<file path="src/rtl/mshr_miss_dispatch.sv">
// Miss dispatcher between the MSHR read port and the lower memory level.
// Issues misses in MSHR order, throttles on outstanding count, and turns responses into fills/retires.
module mshr_miss_dispatch #(
  parameter int addr_tag_bits   = 20,
  parameter int data_bits       = 90,
  parameter int line_bits       = 128,
  parameter int max_outstanding = 4
) (
  input  logic                     clk,
  input  logic                     reset,
  input  logic                     enable,
  input  logic                     mshr_read_valid,
  input  logic [addr_tag_bits-1:0] mshr_read_addr_tag,
  input  logic [data_bits-1:0]     mshr_read_addr_data,
  output logic                     mshr_read_next,
  output logic                     mshr_del,
  output logic [addr_tag_bits-1:0] mshr_del_addr_tag,
  output logic                     mem_req_valid,
  input  logic                     mem_req_ready,
  output logic [addr_tag_bits-1:0] mem_req_addr_tag,
  output logic [data_bits-1:0]     mem_req_data,
  input  logic                     mem_resp_valid,
  output logic                     mem_resp_ready,
  input  logic [addr_tag_bits-1:0] mem_resp_addr_tag,
  input  logic [line_bits-1:0]     mem_resp_data,
  output logic                     fill_valid,
  output logic [addr_tag_bits-1:0] fill_addr_tag,
  output logic [line_bits-1:0]     fill_data,
  output logic [3:0]               outstanding,
  output logic                     err_spurious_resp
);

  typedef enum logic [1:0] {IDLE, ISSUE, ADVANCE, SETTLE} state_t;

  localparam logic [3:0] max_out = 4'(max_outstanding);

  state_t state;
  logic   read_next_q;
  logic   del_q;
  logic   fill_q;
  logic   req_accept;
  logic   resp_fire;
  logic   resp_good;

  assign mem_resp_ready = enable & ~reset;
  assign resp_fire      = mem_resp_valid & mem_resp_ready;
  assign resp_good      = resp_fire & (outstanding != 4'd0);
  assign req_accept     = enable & (state == ISSUE) & mem_req_valid & mem_req_ready;

  // Pulse registers hold across a stall so no event is lost; only their visibility is gated.
  assign mshr_read_next = read_next_q & enable;
  assign mshr_del       = del_q & enable;
  assign fill_valid     = fill_q & enable;

  // NOTE: every register here, including the tag/data holding registers, uses <= and is reset.
  always_ff @(posedge clk) begin
    if (reset) begin
      state            <= IDLE;
      mem_req_valid    <= 1'b0;
      mem_req_addr_tag <= '0;
      mem_req_data     <= '0;
      read_next_q      <= 1'b0;
      outstanding      <= 4'd0;
    end else if (enable) begin
      read_next_q <= 1'b0;
      case (state)
        IDLE: begin
          if (mshr_read_valid && (outstanding < max_out)) begin
            mem_req_addr_tag <= mshr_read_addr_tag;
            mem_req_data     <= mshr_read_addr_data;
            mem_req_valid    <= 1'b1;
            state            <= ISSUE;
          end
        end
        ISSUE: begin
          if (mem_req_ready) begin
            mem_req_valid <= 1'b0;
            read_next_q   <= 1'b1;
            state         <= ADVANCE;
          end
        end
        ADVANCE: state <= SETTLE;
        SETTLE:  state <= IDLE;
        default: state <= IDLE;
      endcase
      outstanding <= outstanding + {3'b000, req_accept} - {3'b000, resp_good};
    end
  end

  // Response path runs beside the FSM; tags are forwarded verbatim, so out-of-order returns are fine.
  always_ff @(posedge clk) begin
    if (reset) begin
      del_q             <= 1'b0;
      fill_q            <= 1'b0;
      mshr_del_addr_tag <= '0;
      fill_addr_tag     <= '0;
      fill_data         <= '0;
      err_spurious_resp <= 1'b0;
    end else if (enable) begin
      del_q  <= resp_good;
      fill_q <= resp_good;
      if (resp_good) begin
        mshr_del_addr_tag <= mem_resp_addr_tag;
        fill_addr_tag     <= mem_resp_addr_tag;
        fill_data         <= mem_resp_data;
      end
      if (resp_fire && (outstanding == 4'd0)) err_spurious_resp <= 1'b1;
    end
  end

endmodule

</file>
<file path="config.mk">
export PLATFORM = sky130hd
export DESIGN_NAME = mshr_miss_dispatch
export DESIGN_NICKNAME = d
export VERILOG_FILES = /design/src/rtl/mshr_miss_dispatch.sv
export SDC_FILE = /design/constraint.sdc
export NUM_CORES = 1
export LEC_CHECK = 0
export ABC_AREA = 1
export CORE_AREA = 5 5 212 214
export DETAILED_ROUTE_END_ITERATION = 10
export DIE_AREA = 0 0 217 219
export GPL_TIMING_DRIVEN = 0
export PLACE_DENSITY = 0.54
export SLEW_MARGIN = 20
export SYNTH_ARGS = -nofsm -noshare
export SYNTH_HDL_FRONTEND = slang
export SYNTH_SLANG_ARGS = --single-unit
</file>
<file path="constraint.sdc">
create_clock -name clk -period 6.6 [get_ports clk]
set_clock_uncertainty 0.15 [all_clocks]
set_input_delay 0.99 -clock clk [delete_from_list [all_inputs] [get_ports clk]]
set_output_delay 0.99 -clock clk [all_outputs]
set_load 0.005 [all_outputs]
</file>
==> metrics.yaml, run 1 <==
worst_setup_path:
  cp-start-kind: "primary input"
  critPathBufInv: 2
  slowest_stage: "clkdlybuf4s50_1"
  endpoint_kind: "output port"
  critical_path.max_fanout: 7
  cp.arrival_ns: 2.40
  crit_family: "buffers and inverters"
  required_ns: 5.46
  crit_chain: "clkdlybuf4s50_1 -> nor2_4 -> clkdlybuf4s50_1"
  critical-path-max-stage-delay_ns: 0.61
  crit_top_cell: "clkdlybuf4s50_1"
  crit_type: "primary input to output port"
clock_tree:
  htree_levels: 1
  cts_buffer_depth: 3
  cts_tree: "built"
  clock_latency_ns: 0.57
  clock-sinks: 268
  cts-root-buf: "clkbuf_16"
  hold_buffers: 0
  cts_buffers: 31
  post_cts_buffers: 0
  path_clk_slew_ns: 0.06
  post_cts_resized: 0
die:
  chipHeight_microns: 219
  dieArea_sq_um: 47500
  boundaryPins: 552
  core_area_sq_um: 42700
  start_util_pct: 26.3
  rows: 76
  die_x_microns: 217
global_route:
  track_usage_pct: 19.0
  grt_pass1_vias: 12000
  grt-ovfl-total: 0
  grt_pass1_wl_microns: 70800
  antenna_found_initial: 9
  grt_max_degree: 16
detailed_routing:
  avgRoutedWirePerCell_microns: 17.6
  drt_iter0_markers: 519
  drt_wl_total_microns: 47900
  drc: 0
  ant_nets: 0
  dr.pass1.iters: 5
  routed_via_density: 4.39
  dr_total_vias: 11900
yosys:
  syn-num-nets: 1837
  avgSynthCellArea_sq_um: 7.18
  synth-seq-cells: 268
  ys_async_sr_fraction_pct: 0
  synth_area_leader_cell: "dfxtp_1"
  yosysWarningCount: 0
  ys_types: 20
  synth_common_cells: "nor2_1, dfxtp_1, inv_1"
  synth.most_common_cell: "nor2_1"
  netlist_top_cells_area: "dfxtp_1, nor2_1, a21oi_1"
  synth_top_area_share_pct: 47.8
  ys_dominant_reg_cell: "dfxtp_1"
  netlist_area_sq_um: 11200
  synth-edff-count: 0
  postSynthCellCount: 1563
  ys_seq_area_share_pct: 47.8
sta:
  hold_viol: 0
  rsz0062_at_grt: "false"
  finalCritPeriodShare_pct: 53.6
  max_slew_margin_pct: 46.1
  finalSetupViolCount: 0
  worstMarginPinSlew_ns: 0.809
  tns_ns: 0
  drv_slew: 0
  fmax_mhz: 283
  post-route-min-period_ns: 3.54
layout:
  drive_above_1_share_pct: 7.05
  finalNetCount: 2420
  layout.cells.non_filler: 2719
  syn_to_final_growth_pct: 64.6
  final_area_sq_um: 18500
  fin_util_pct: 43.2
power_and_ir_drop:
  vdd_drop_max_uv: 188
  finalPower_mw: 4.56
  powerDensity_nw_per_um2: 247
  leakage_nw: 7.76
placement:
  dpl_cell_area_sq_um: 17400
  io_buffers: 550
  dpl.hpwl_microns: 37900
  dp.cells: 2659
  routabilityCongestion: 0.879
outcome:
  status: "completed"
worst_hold_path:
  hp-class: "flip-flop to flip-flop"
flow_run:
  maxCapViolCount: 0
## per-layer routing
metal | vias up | share of wire (%) | track usage [%]
met4 | 0 | 2.3 | 4.68
met5 | - | 0 | 0
met1 | 5402 | 37 | 20.3
li1 | 6052 | - | -
met3 | 67 | 10 | 7.90
met2 | 414 | 50 | 34.9
## report_power, final
group          switching (mW)  internal [mW]  total [mW]
Sequential             0.0698           1.74        1.81
Combinational           0.480          0.509       0.989
Clock                   0.700           1.06        1.76
Total                    1.25           3.31        4.56
## cell usage in the layout, fill, tap and decap left out, drive strengths merged
cell type | synthesis | final
xnor2 | 1 | 1
clkdlybuf4s50 | 0 | 550
nand3 | 153 | 153
nand2 | 168 | 168
fa | 1 | 1
bufinv | 0 | 2
clkbuf | 36 | 84
clkinv | 0 | 3
clkinvlp | 0 | 2
o21ai | 114 | 114
nand4 | 1 | 1
ha | 9 | 9
dfxtp | 268 | 268
inv | 171 | 172
a21oi | 155 | 155
nor2 | 383 | 383
buf | 103 | 103
diode | 0 | 4
## tightest hold or removal path: cells and delay by family, from the launching register on
family	cells	cell delay (ns)
flip-flops	1	0.31
AND/OR/NAND/NOR	1	0.06
AO/OA/AOI/OAI	1	0.05
## layout make-up
cell class                      instances  area (sq um)
Tap cell                              546           683
Inverter                              171           647
Clock buffer                           48           950
Buffer                                139           867
Sequential cell                       268          5370
Antenna cell                            4          10.0
Timing Repair Buffer                  550          5510
Fill cell                            4376         24200
Clock inverter                          8          98.8
Multi-Input combinational cell        985          4340
## through the flow
stage	setup slack (ns)	hold WS, ns
floorplan	3.45	0.288
global placement	2.55	0.304
detailed placement	2.56	0.308
CTS	3.04	0.318
global route	2.85	0.344
finish	3.06	0.317
## kinds of logic (layout without fill, tap and decap cells)
logic type | count (synthesis) | in the layout | synth area share [%]
and+or+nand+nor | 705 | 705 | 25.4
buffers and inverters | 310 | 916 | 13.5
AOI/OAI and AO/OA | 269 | 269 | 12.0
DFF | 268 | 268 | 47.8
adders and majority gates | 10 | 10 | 1.18
xor gates and xnor gates | 1 | 1 | 0.0781
other | 0 | 4 | 0
## state kept, by name, indices dropped and copies added (netlist names)
signal             count
outstanding            4
mem_req_addr_tag      20
fill_addr_tag         20
state                  2
err_spurious_resp      1
fill_data            128
mem_req_data          90
fill_q                 1
mem_req_valid          1
read_next_q            1
## final timing paths
kind	start	to	slack, ns	cells after the start
hold / removal	read_next_q	read_next_q	0.32	2
setup / recovery	reset	mem_resp_ready	3.06	3
hold reg to reg	read_next_q	read_next_q	0.32	2
setup reg to reg	outstanding[2]	outstanding[2]	3.15	15
(Power assumes the default switching activity.)
==> run 2: changes to the inputs <==
Clock period 6.6 ns to 3.4 ns, I/O delays scaled along.
==> run 2 against run 1 <==
Effect of this change: total power rose by 94%; core utilization about the same; combinational power is 94% higher; critical path depth up 12; flip-flop and latch count unchanged.
==> metrics.yaml, run 2 (synthesized netlist as in run 1, its figures left out) <==
die:
  chipHeight_microns: 219  # unchanged
  core_area_sq_um: 42700  # unchanged
  dieArea_sq_um: 47500  # unchanged
  rows: 76  # unchanged
  boundaryPins: 552  # unchanged
  die_x_microns: 217  # unchanged
  start_util_pct: 26.3  # unchanged
detailed_routing:
  drt_wl_total_microns: 47900  # about the same
  drc: 0  # unchanged
  dr_total_vias: 11900  # -0.067%
  drt_iter0_markers: 519  # unchanged
  avgRoutedWirePerCell_microns: 17.6  # about the same
  routed_via_density: 4.39  # about the same
  ant_nets: 0  # unchanged
  dr.pass1.iters: 5  # unchanged
sta:
  fin_ws_ns: 0.305  # -2.76 ns
  post-route-min-period_ns: 3.09
  max_slew_margin_pct: 46.0  # -0.086 points
  tns_ns: 0  # unchanged
  rsz0062_at_grt: "false"
  hold_viol: 0  # unchanged
  fmax_mhz: 323
  worstMarginPinSlew_ns: 0.810  # +0.00129 ns
  drv_slew: 0  # unchanged
  finalSetupViolCount: 0  # unchanged
  finalCritPeriodShare_pct: 91.0
worst_setup_path:
  cp-start-kind: "flip-flop"
  cp.arrival_ns: 3.40  # +1.00 ns
  slowest_stage: "fa_1"
  critPathBufInv: 7  # +5
  crit_type: "flip-flop to flip-flop"
  critical_path.max_fanout: 10  # +3
  crit_top_cell: "inv_1"
  crit_chain: "inv_1 -> ha_1 -> nand2_4 -> clkbuf_4 -> buf_2 -> nand2_1 -> inv_1 -> ha_1 -> inv_1 -> ha_1 -> inv_1 -> fa_1 -> xnor2_1 -> o21ai_0 -> inv_1"
  required_ns: 3.71  # -1.75 ns
  endpoint_kind: "flip-flop"
  crit_family: "adder cells"
  critical-path-max-stage-delay_ns: 0.39  # -0.22 ns
  reg2reg_slack_ns: 0.31  # -2.84 ns
power_and_ir_drop:
  finalPower_mw: 8.85  # +94%
  powerDensity_nw_per_um2: 479  # +94%
  vdd_drop_max_uv: 365  # +94%
  leakage_nw: 7.77  # about the same
global_route:
  antenna_found_initial: 9  # unchanged
  grt_pass1_wl_microns: 70800  # unchanged
  grt-ovfl-total: 0  # unchanged
  grt_pass1_vias: 12000  # unchanged
  track_usage_pct: 19.0  # unchanged
  grt_max_degree: 16  # unchanged
placement:
  io_buffers: 550  # unchanged
  routabilityCongestion: 0.879  # unchanged
  dpl_cell_area_sq_um: 17400  # unchanged
  preCtsSetupSlack_ns: -0.163  # -2.72 ns
  dpl.hpwl_microns: 37900  # unchanged
clock_tree:
  path_clk_slew_ns: 0.06  # about the same
  cts_buffer_depth: 3  # unchanged
  post_cts_buffers: 0  # unchanged
  clock-sinks: 268  # unchanged
  cts_tree: "built"
  cts-root-buf: "clkbuf_16"
  htree_levels: 1  # unchanged
  hold_buffers: 0  # unchanged
  cts_buffers: 31  # unchanged
  clock_latency_ns: 0.57  # about the same
layout:
  regMostFlops: "fill_data"
  fin_util_pct: 43.3  # about the same
  final_cell_mix: "clkdlybuf4s50_1, nor2_1, dfxtp_1"
  mostFrequentLayoutCell: "clkdlybuf4s50_1"
  n_fill_cell: 4375  # -0.023%
  finalNetCount: 2420  # unchanged
  largest_reg_flops: 128  # unchanged
  final_area_sq_um: 18500  # about the same
  drive_above_1_share_pct: 7.10  # +0.046 points
  top_regs: "fill_data (128), mem_req_data (90)"
  syn_to_final_growth_pct: 64.7  # about the same
outcome:
  status: "completed"
worst_hold_path:
  hp-class: "primary input to flip-flop"
flow_run:
  maxCapViolCount: 0  # unchanged
[run 2: report_power, final]
group	switching (mW)	internal [mW]	total (mW)
Combinational	0.934	0.991	1.92
Sequential	0.135	3.38	3.51
Clock	1.36	2.06	3.42
Total	2.43	6.42	8.85
[run 2: worst register-to-register path, delay by kind of cell (launching register included)]
family                   cells  cell delay [ns]
XOR/XNOR                     1             0.14
adder cells (fa/ha/maj)      4             1.05
AND/OR/NAND/NOR              2             0.31
AO/OA/AOI/OAI                1             0.15
flip-flops                   1             0.34
buffers and inverters        7             0.85
[run 2: layer usage]
metal / part of all wire (%) / global-route usage [%] / vias up
met5: 0 / 0 / -
met4: 2.3 / 4.68 / 0
met3: 10 / 7.90 / 67
met2: 50 / 34.9 / 415
met1: 38 / 20.3 / 5392
li1: - / - / 6053
[run 2: final timing paths]
kind / start / to / cells past startpoint
min reg2reg: read_next_q / read_next_q / 2
min: enable / outstanding[1] / 2
max: outstanding[2] / outstanding[2] / 15
max reg2reg: outstanding[2] / outstanding[2] / 15
[run 2: through the flow]
stage	instances	hold WS, ns
after CTS	2715	0.0349
after floorplan	1563	0.288
final	2719	0.0757
after global placement	2659	0.304
after detailed placement	2659	0.308
after global routing	2718	0.0692
[run 2: cell type report]
class                   instances  area (sq um)  share of cell area (%)
diodes                          4          10.0                  0.0542
plain buffers                 139           870                    4.71
clock buffers                  48           950                    5.14
clock inverters                 8          98.8                   0.535
inverters                     171           647                    3.50
multi-input cells             985          4350                    23.5
flip-flops and latches        268          5370                    29.0
well taps                     546           683                    3.70
repair buffers                550          5510                    29.8
[run 2: what timing repair did]
item | in CTS | in global routing
endpoints found under the hold margin | 0 | 0
setup endpoints to repair | 1 | 1
resized for setup | 1 | 2
pin swaps | 0 | 0
==> run 3: changes to the inputs <==
--- a/config.mk
+++ b/config.mk
@@ -7,4 +7,5 @@
 export LEC_CHECK = 0
 export ABC_AREA = 1
+export CAP_MARGIN = 30
 export CORE_AREA = 5 5 212 214
 export DETAILED_ROUTE_END_ITERATION = 10
==> constraint.sdc (replaced) <==
create_clock -name clk -period 3.4 [get_ports clk]
set_clock_uncertainty 0.15 [all_clocks]
set_input_delay 0.51 -clock clk [delete_from_list [all_inputs] [get_ports clk]]
set_output_delay 0.51 -clock clk [all_outputs]
set_load 0.05 [all_outputs]
==> results of run 3 <==
The final DEF is identical to that of run 2. Status: completed.
Among the figures that moved: total power 8.85 mW -> 9.67 mW; worst IR drop on VDD 365 uV -> 366 uV
